<file path="src/rtl/mosquito_pkg.sv">
// rtl/mosquito_pkg.sv - shared constants, state type and hitbox helper for the mosquito game
package mosquito_pkg;

  localparam int COORD_W    = 10;
  localparam int IDX_W      = 3;
  localparam int N_MOSQ_DEF = 2;
  localparam int MOSQ_W_DEF = 32;
  localparam int MOSQ_H_DEF = 32;
  localparam int SCREEN_W   = 640;
  localparam int SCREEN_H   = 480;

  // One extra bit so that position + sprite size can never wrap
  localparam int SPAN_W = COORD_W + 1;

  typedef enum logic [1:0] {
    ST_IDLE,
    ST_SCAN,
    ST_KILL,
    ST_COOLDOWN
  } hit_state_e;

  // True when pt lies in [lo, lo + size - 1], evaluated in SPAN_W bits
  function automatic logic in_span(input logic [COORD_W-1:0] lo,
                                   input logic [COORD_W-1:0] pt,
                                   input logic [SPAN_W-1:0]  size);
    logic [SPAN_W-1:0] hi;
    hi = {1'b0, lo} + size;
    return ({1'b0, pt} >= {1'b0, lo}) && ({1'b0, pt} < hi);
  endfunction

endpackage

</file>
<file path="src/rtl/bcd_score_counter.sv">
// rtl/bcd_score_counter.sv - two-digit BCD score counter saturating at 99
module bcd_score_counter (
  input  logic       clk_i,
  input  logic       rst_i,
  input  logic       inc_i,
  output logic [7:0] score_bcd_o
);

  logic [3:0] ones_q, ones_d;
  logic [3:0] tens_q, tens_d;
  logic       at_max;

  assign at_max = (tens_q == 4'd9) && (ones_q == 4'd9);

  // Next score: ones wrap 9->0 with carry into tens, hold once 99 is reached
  always_comb begin
    ones_d = ones_q;
    tens_d = tens_q;
    if (inc_i && !at_max) begin
      if (ones_q == 4'd9) begin
        ones_d = 4'd0;
        tens_d = tens_q + 4'd1;
      end else begin
        ones_d = ones_q + 4'd1;
      end
    end
  end

  // Digit registers, cleared only by reset
  always_ff @(posedge clk_i or posedge rst_i) begin
    if (rst_i) begin
      ones_q <= 4'd0;
      tens_q <= 4'd0;
    end else begin
      ones_q <= ones_d;
      tens_q <= tens_d;
    end
  end

  assign score_bcd_o = {tens_q, ones_q};

endmodule

</file>
<file path="src/rtl/mosquito_hit_detector.sv">
// rtl/mosquito_hit_detector.sv - scans mosquitoes against the aim point on each shot and requests one kill
module mosquito_hit_detector
  import mosquito_pkg::*;
#(
  parameter int N_MOSQ          = N_MOSQ_DEF,
  parameter int MOSQ_W          = MOSQ_W_DEF,
  parameter int MOSQ_H          = MOSQ_H_DEF,
  parameter int COOLDOWN_CYCLES = 12_500_000
) (
  input  logic                        clk25,
  input  logic                        reset,
  input  logic                        fire,
  input  logic [COORD_W-1:0]          aim_x,
  input  logic [COORD_W-1:0]          aim_y,
  input  logic [COORD_W*N_MOSQ-1:0]   mosq_x,
  input  logic [COORD_W*N_MOSQ-1:0]   mosq_y,
  input  logic [N_MOSQ-1:0]           mosq_alive,
  output logic                        kill_valid,
  output logic [IDX_W-1:0]            kill_idx,
  input  logic                        kill_ready,
  output logic                        shot_miss,
  output logic                        busy,
  output logic [7:0]                  score_bcd
);

  localparam int                CNT_W    = (COOLDOWN_CYCLES > 1) ? $clog2(COOLDOWN_CYCLES) : 1;
  localparam logic [CNT_W-1:0]  CNT_LOAD = CNT_W'(COOLDOWN_CYCLES - 1);
  localparam logic [IDX_W-1:0]  LAST_IDX = IDX_W'(N_MOSQ - 1);
  localparam logic [SPAN_W-1:0] HIT_W    = SPAN_W'(MOSQ_W);
  localparam logic [SPAN_W-1:0] HIT_H    = SPAN_W'(MOSQ_H);

  hit_state_e         state_q, state_d;
  logic               fire_prev_q;
  logic [COORD_W-1:0] aim_x_q, aim_x_d;
  logic [COORD_W-1:0] aim_y_q, aim_y_d;
  logic [IDX_W-1:0]   idx_q, idx_d;
  logic               kill_valid_q, kill_valid_d;
  logic [IDX_W-1:0]   kill_idx_q, kill_idx_d;
  logic               shot_miss_q, shot_miss_d;
  logic               busy_q, busy_d;
  logic [CNT_W-1:0]   cnt_q, cnt_d;

  logic               fire_edge;
  logic [COORD_W-1:0] cur_x;
  logic [COORD_W-1:0] cur_y;
  logic               cur_alive;
  logic               cur_hit;
  logic               score_inc;

  assign fire_edge = fire & ~fire_prev_q;

  // Select the live position and alive flag of the mosquito under evaluation
  always_comb begin
    cur_x     = '0;
    cur_y     = '0;
    cur_alive = 1'b0;
    for (int i = 0; i < N_MOSQ; i++) begin
      if (idx_q == IDX_W'(i)) begin
        cur_x     = mosq_x[i*COORD_W +: COORD_W];
        cur_y     = mosq_y[i*COORD_W +: COORD_W];
        cur_alive = mosq_alive[i];
      end
    end
  end

  assign cur_hit = cur_alive
                 && in_span(cur_x, aim_x_q, HIT_W)
                 && in_span(cur_y, aim_y_q, HIT_H);

  // Scan FSM: next state, datapath updates and registered-output next values
  always_comb begin
    state_d      = state_q;
    aim_x_d      = aim_x_q;
    aim_y_d      = aim_y_q;
    idx_d        = idx_q;
    kill_valid_d = kill_valid_q;
    kill_idx_d   = kill_idx_q;
    shot_miss_d  = 1'b0;
    cnt_d        = cnt_q;
    score_inc    = 1'b0;

    unique case (state_q)
      ST_IDLE: begin
        if (fire_edge) begin
          aim_x_d = aim_x;
          aim_y_d = aim_y;
          idx_d   = '0;
          state_d = ST_SCAN;
        end
      end

      ST_SCAN: begin
        if (cur_hit) begin
          kill_idx_d   = idx_q;
          kill_valid_d = 1'b1;
          state_d      = ST_KILL;
        end else if (idx_q == LAST_IDX) begin
          shot_miss_d = 1'b1;
          cnt_d       = CNT_LOAD;
          state_d     = ST_COOLDOWN;
        end else begin
          idx_d = idx_q + IDX_W'(1);
        end
      end

      ST_KILL: begin
        if (kill_ready) begin
          kill_valid_d = 1'b0;
          score_inc    = 1'b1;
          cnt_d        = CNT_LOAD;
          state_d      = ST_COOLDOWN;
        end
      end

      ST_COOLDOWN: begin
        if (cnt_q == '0) begin
          state_d = ST_IDLE;
        end else begin
          cnt_d = cnt_q - CNT_W'(1);
        end
      end

      default: begin
        state_d = ST_IDLE;
      end
    endcase

    busy_d = (state_d != ST_IDLE);
  end

  // State and datapath registers; the edge register tracks fire in every state
  always_ff @(posedge clk25 or posedge reset) begin
    if (reset) begin
      state_q      <= ST_IDLE;
      fire_prev_q  <= 1'b0;
      aim_x_q      <= '0;
      aim_y_q      <= '0;
      idx_q        <= '0;
      kill_valid_q <= 1'b0;
      kill_idx_q   <= '0;
      shot_miss_q  <= 1'b0;
      busy_q       <= 1'b0;
      cnt_q        <= '0;
    end else begin
      state_q      <= state_d;
      fire_prev_q  <= fire;
      aim_x_q      <= aim_x_d;
      aim_y_q      <= aim_y_d;
      idx_q        <= idx_d;
      kill_valid_q <= kill_valid_d;
      kill_idx_q   <= kill_idx_d;
      shot_miss_q  <= shot_miss_d;
      busy_q       <= busy_d;
      cnt_q        <= cnt_d;
    end
  end

  bcd_score_counter u_score (
    .clk_i       (clk25),
    .rst_i       (reset),
    .inc_i       (score_inc),
    .score_bcd_o (score_bcd)
  );

  assign kill_valid = kill_valid_q;
  assign kill_idx   = kill_idx_q;
  assign shot_miss  = shot_miss_q;
  assign busy       = busy_q;

endmodule

</file>
<file path="config.mk">
export PLATFORM = sky130hd
export DESIGN_NAME = mosquito_hit_detector
export DESIGN_NICKNAME = d
export VERILOG_FILES = /design/src/rtl/mosquito_pkg.sv /design/src/rtl/bcd_score_counter.sv /design/src/rtl/mosquito_hit_detector.sv
export SDC_FILE = /design/constraint.sdc
export NUM_CORES = 1
export LEC_CHECK = 0
export ABC_CLOCK_PERIOD_IN_PS = 4500
export BUFFER_PORTS_ARGS = -buffer_cell sky130_fd_sc_hd__buf_2
export CORE_MARGIN = 8
export CORE_UTILIZATION = 55
export DETAILED_ROUTE_END_ITERATION = 12
export PLACE_DENSITY_LB_ADDON = 0.3
export SYNTH_ARGS = -nofsm -noshare
export SYNTH_HDL_FRONTEND = slang
export SYNTH_SLANG_ARGS = --single-unit
</file>
<file path="constraint.sdc">
create_clock -name clk25 -period 4.5 [get_ports clk25]
set_input_delay 0 -clock clk25 [delete_from_list [all_inputs] [get_ports clk25]]
set_output_delay 0 -clock clk25 [all_outputs]
set_load 0.01 [all_outputs]
</file>
==> results.cfg, run 1 <==
[sta]
hold_viol = 0
relSlewSlack = 0.478
post-route-min-period_ns = 3.94
finalSetupTns_ns = 0
fin_skew_ns = 0.0114
tightest_slew_ns = 0.784
finalCritPeriodShare = 0.875
rsz0062_at_grt = no
final_max_slew_viol_count = 0
fmax_mhz = 254
setup_viol = 0

[clock_network]
clockRootBuffer = clkbuf_8
clock_path_buffers = 2
htreeDepth = 3
clkSinkCount = 64
cts_tree = yes
cts.repair.resized = 0
postCtsHoldBufs = 22
numCtsBuffers = 9
post-cts-setup-buffers = 0
path_clk_slew_ns = 0.08
insertion_delay_ns = 0.35

[cells_and_area]
drive_gt1_frac = 0.255
final_cell_mix = 79 x buf_2, 64 x dfrtp_1, 44 x nand2_1
fin_cells = 670
fill_cells = 621
num_antenna_cells = 0
area_delta_synth_final_pct = 20.7
finalNetCount = 666
final_common_cell = buf_2

[global_routing]
grt_use_total = 0.192
overflow = 0
antenna_found_initial = 0
grt_start_max_net_pins = 65
grt_pass1_vias = 3895
grt_pass1_wl_mm = 17.7

[synth]
async_reset_ff_frac = 1.00
synthCells = 465
synth_seq_area_share = 0.368
synth_ff_type = dfrtp_1
yosysUniqueCellTypes = 68
yosysWarningCount = 0
synth_area_per_cell_sq_um = 9.36
synth_area_sq_um = 4350
synth_edf_count = 0
synth_nets = 568
ys_ff_latch = 64

[setup_path]
critPathMaxFanout = 18
start_kind = register
reg2reg_slack_ns = 0.56
cp.required_ns = 4.74
crit_type = reg2reg
cp_top_family = compound AO/OA/AOI/OAI gates
worstRegToRegCells = 14
r2r-start = idx_q[1]
path_common_cell = ha_1
reg2reg_to = kill_idx[0]
cp_cell_sequence = inv_1, ha_1, and2b_1, a32o_2, ha_1, inv_1, ha_1, a21oi_1, o21ai_0, o2111ai_1, nand2_1, a221oi_4, and3_1, mux2_1
cp-startpoint = idx_q[1]
crit_slowest_cell = ha_1
endpoint = kill_idx[0]
end_kind = register
cp.depth = 14
critPathMaxStageDelay_ns = 0.49
worst-path-buf-inv = 2
crit_arrival_ns = 4.17

[floorplanning]
initial_utilization = 0.566
die_x_microns = 105
dieArea_sq_um = 11000
core_sq_um = 7690
row_count = 32
die_height_microns = 105
io_pins = 80

[worst_hold_path]
hold_path_depth = 4
hold_path_class = in2reg

[drt]
vias = 3764
drt_iter0_drc = 139
drc = 0
drt_pass1_iterations = 4
post_drt_wl_per_cell_microns = 15.4
wl_mm = 10.3
antenna_left = 0
vias_per_cell = 5.62

[power]
power_density_nw_per_um2 = 654
power_w = 0.00343
p_leak_nw = 2.34
ir_drop_mv = 0.437

[placed_design]
dp.final_hpwl_mm = 7.73
place_congestion = 0.887
port_buffers = 79
numPlacedInstances = 632

[flow_run]
cap_violations = 0

[run_status]
status = completed
through the flow:
step	hold WS (ns)	utilization	setup WS, ns	cell area (sq um)
final	0.126	0.683	0.560	5250
after global routing	0.174	0.683	0.256	5250
after CTS	0.123	0.683	0.578	5250
after detailed placement	0.127	0.628	0.599	4830
after global placement	0.127	0.628	0.721	4830
after floorplan	0.0314	-	0.895	4350
cell usage after synthesis, drive strengths merged, types with 2 or more instances:
master,instances,area share
mux2i,3,0.0069
a21o,13,0.022
o2111ai,2,0.0040
and3,2,0.0029
a22o,3,0.0060
or4,3,0.0060
nand3,6,0.0092
o2bb2ai,3,0.010
a32o,4,0.010
nand4,6,0.0086
nor4,3,0.0078
nor3,16,0.021
or2,6,0.0086
inv,22,0.019
ha,37,0.11
dfrtp,64,0.37
nand3b,9,0.016
buf,7,0.011
mux2,20,0.052
nand2,45,0.039
o21a,3,0.0052
a2bb2oi,3,0.0060
or3,12,0.020
xnor2,11,0.022
clkbuf,12,0.010
o31ai,10,0.017
nor2,34,0.030
a21oi,31,0.038
o21ai,31,0.036
nor2b,6,0.0086
nand2b,11,0.016
a22oi,3,0.0052
a31oi,3,0.0043
a211oi,2,0.0034
kinds of logic after synthesis:
logic type                 share of synthesized area
and+or+nand+nor                                0.200
AOI/OAI and AO/OA                              0.200
DFF                                            0.368
buffers and inverters                         0.0403
adders and majority gates                      0.109
muxes                                         0.0587
xor gates and xnor gates                      0.0242
area by class of cell:
cell class                      count  area, sq um  area share
Multi-Input combinational cell    360         2580       0.492
Sequential cell                    64         1600       0.305
Timing Repair Buffer              106          653       0.124
Clock buffer                       10          138      0.0262
Tap cell                          102          128      0.0243
Inverter                           22         82.6      0.0157
Clock inverter                      6         67.6      0.0129
power by group:
| part | internal [W] | switching, W | leakage [nW] |
|---|---|---|---|
| clock network | 0.000272 | 0.000238 | 0.0989 |
| logic | 0.000856 | 0.00110 | 1.49 |
| registers | 0.000759 | 0.000206 | 0.752 |
| total | 0.00189 | 0.00155 | 2.34 |
layer usage:
| layer | vias up | wire length (microns) | part of all wire | GRT usage |
|---|---|---|---|---|
| met5 | - | 0 | 0 | 0 |
| met4 | 0 | 221 | 0.021 | 0.0775 |
| met3 | 20 | 375 | 0.036 | 0.0375 |
| met2 | 77 | 5160 | 0.50 | 0.335 |
| met1 | 1788 | 4550 | 0.44 | 0.227 |
| li1 | 1879 | - | - | - |
flip-flops by register name, summed over array words and instances (netlist names):
| signal | cells |
|---|---|
| cnt_q | 24 |
| aim_x_q | 10 |
| aim_y_q | 10 |
| u_score.ones_q | 4 |
| u_score.tens_q | 4 |
| idx_q | 3 |
| kill_idx | 3 |
| state_q | 2 |
| busy | 1 |
| fire_prev_q | 1 |
| kill_valid | 1 |
| shot_miss | 1 |
worst min-delay path by stage:
stage | start | end | slack [ns]
floorplan | fire | fire_prev_q | 0.03
CTS | kill_ready | u_score.ones_q[0] | 0.12
global route | kill_ready | u_score.ones_q[0] | 0.17
global placement | fire | fire_prev_q | 0.13
detailed placement | fire | fire_prev_q | 0.13
finish | kill_ready | u_score.ones_q[0] | 0.13
worst min-delay path: stages:
cell and delay [ns]:
buf_2 0.11, nor2b_1 0.14, a21oi_1 0.15, nor2_1 0.05
(Power assumes the default switching activity.)
==> inputs of run 2 (changes only) <==
- ABC_AREA: not set -> 1
==> results.cfg, run 2 <==
[worst_hold_path]
hp-start = kill_ready
hold_path_depth = 6
hold_path_class = in2reg
min_to = kill_valid

[sta]
tightest_slew_ns = 0.816
setup_ws_ns = 0.600
relSlewSlack = 0.456
hold_viol = 0
fin_skew_ns = 0.00848
finalCritPeriodShare = 0.867
finalSetupTns_ns = 0
fmax_mhz = 256
final_max_slew_viol_count = 0
post-route-min-period_ns = 3.90
setup_viol = 0
rsz0062_at_grt = no

[flow_run]
cap_violations = 0

[drt]
drc = 0
post_drt_wl_per_cell_microns = 13.5
antenna_left = 0
drt_iter0_drc = 175
wl_mm = 11.3
vias_per_cell = 5.17
vias = 4320
drt_pass1_iterations = 6

[setup_path]
critPathMaxFanout = 48
cp.required_ns = 4.76
end_kind = register
crit_type = reg2reg
reg2reg_to = cnt_q[3]
r2r-start = idx_q[1]
crit_arrival_ns = 4.16
reg2reg_slack_ns = 0.60
path_common_cell = nand2_1
worstRegToRegCells = 20
critPathMaxStageDelay_ns = 0.49
start_kind = register
cp_cell_sequence = inv_1, ha_1, nand2_4, o21ai_1, inv_1, ha_1, inv_1, ha_1, a21o_1, nor2_1, nand2_1, nand2_1, nand2_1, nand2_1, a21oi_1, nor2_2, nand3_4, nand2_4, nand2_1, o21ai_2
crit_slowest_cell = nand2_4

[cells_and_area]
drive_gt1_frac = 0.201
fin_cells = 836
largest_reg_flops = 24
final_cell_mix = 198 x nand2_1, 79 x buf_2, 70 x nor2_1
final_common_cell = nand2_1
area_delta_synth_final_pct = 18.7
num_antenna_cells = 0
regMostFlops = cnt_q
final_cell_area_sq_um = 5470
reg.largest.list = cnt_q x24, aim_x_q x10, aim_y_q x10
finalNetCount = 830

[floorplanning]
die_x_microns = 108
initial_utilization = 0.564
core_sq_um = 8180
die_height_microns = 108
dieArea_sq_um = 11600
row_count = 33
io_pins = 80

[run_status]
status = completed

[synth]
synth_area_sq_um = 4610
synthCells = 628
synth.area.top_cells = dfrtp_1 35%, nand2_1 16%, ha_1 10%
synth_seq_area_share = 0.347
ys_ff_latch = 64
yosysMostFrequentCell = nand2_1
synth_ff_type = dfrtp_1
synth_edf_count = 0
yosys.area.top_type = dfrtp_1
synth_top_cells_by_count = 198 x nand2_1, 70 x nor2_1, 67 x inv_1
yosysWarningCount = 0
synth_area_per_cell_sq_um = 7.34
netlist.area_leader.share = 0.347
async_reset_ff_frac = 1.00
synth_nets = 731
yosysUniqueCellTypes = 40

[clock_network]
cts_tree = yes
insertion_delay_ns = 0.34
htreeDepth = 3
numCtsBuffers = 9
path_clk_slew_ns = 0.08
clock_path_buffers = 2
clockRootBuffer = clkbuf_8
post-cts-setup-buffers = 0
cts.repair.resized = 0
clkSinkCount = 64

[power]
power_w = 0.00153
ir_drop_mv = 0.164
power_density_nw_per_um2 = 279
p_leak_nw = 2.83

[global_routing]
grt_pass1_wl_mm = 19.0
antenna_found_initial = 0
overflow = 0
grt_pass1_vias = 4333
grt_use_total = 0.200
grt_start_max_net_pins = 65

[placed_design]
dp.final_hpwl_mm = 8.25
numPlacedInstances = 799
pre_cts_ws_ns = 0.610
place_congestion = 0.885
port_buffers = 79
placedInstanceArea_sq_um = 5030
[run 2: cell types whose count changed after synthesis, sizes merged, moves of 14 or more]
cell   change
nor2      +39
o21ai     +21
nand2    +165
nand3     +21
inv       +47
mux2      -20
xor2      +14
[run 2: worst max-delay path: cells and delay by family, from the launching register on]
family,cells,cell delay [ns]
AND/OR/NAND/NOR,10,1.46
adder cells (fa/ha/maj),3,0.94
AO/OA/AOI/OAI,4,0.70
flip-flops,1,0.40
buffers and inverters,3,0.31
[run 2: how the worst max path moves through the flow]
| stage | from | end | slack (ns) |
|---|---|---|---|
| after floorplan | idx_q[0] | cnt_q[17] | 1.40 |
| after global placement | idx_q[1] | cnt_q[14] | 0.76 |
| after detailed placement | idx_q[1] | cnt_q[13] | 0.61 |
| after CTS | idx_q[1] | cnt_q[3] | 0.60 |
| after global routing | idx_q[1] | cnt_q[12] | 0.21 |
| final | idx_q[1] | cnt_q[3] | 0.60 |
[run 2: cell families after synthesis]
family | synth area share
AND/OR/NAND/NOR | 0.311
flip-flops | 0.347
XOR/XNOR | 0.0513
AO/OA/AOI/OAI | 0.107
adder cells (fa/ha/maj) | 0.100
buffers and inverters | 0.0825
[run 2: where the power goes]
group	switching, W	internal (W)
combinational	0.000138	0.000141
sequential	0.0000640	0.000624
clock	0.000238	0.000324
total	0.000440	0.00109
[run 2: area by class of cell]
cell class | instances | area, sq um
repair buffers | 103 | 631
flip-flops and latches | 64 | 1600
fillers | 715 | 2700
multi-input cells | 480 | 2630
inverters | 69 | 262
clock inverters | 5 | 81.3
well taps | 105 | 131
clock buffers | 10 | 138
[run 2: layer usage]
metal / up-vias / track usage / share of wire
met5: - / 0 / 0
met4: 0 / 0.0694 / 0.017
met3: 24 / 0.0521 / 0.059
met2: 128 / 0.334 / 0.48
met1: 1982 / 0.243 / 0.44
li1: 2186 / - / -
[run 2: what timing repair did]
item | CTS | global route
setup endpoints to repair | 0 | 0
hold buffers | 22 | 0
endpoints found under the hold margin | 85 | 0
[run 2: metrics by stage]
stage	hold WS (ns)	utilization
floorplan	0.0314	-
global placement	0.122	0.616
detailed placement	0.124	0.616
CTS	0.0942	0.670
global route	0.128	0.670
finish	0.0984	0.670
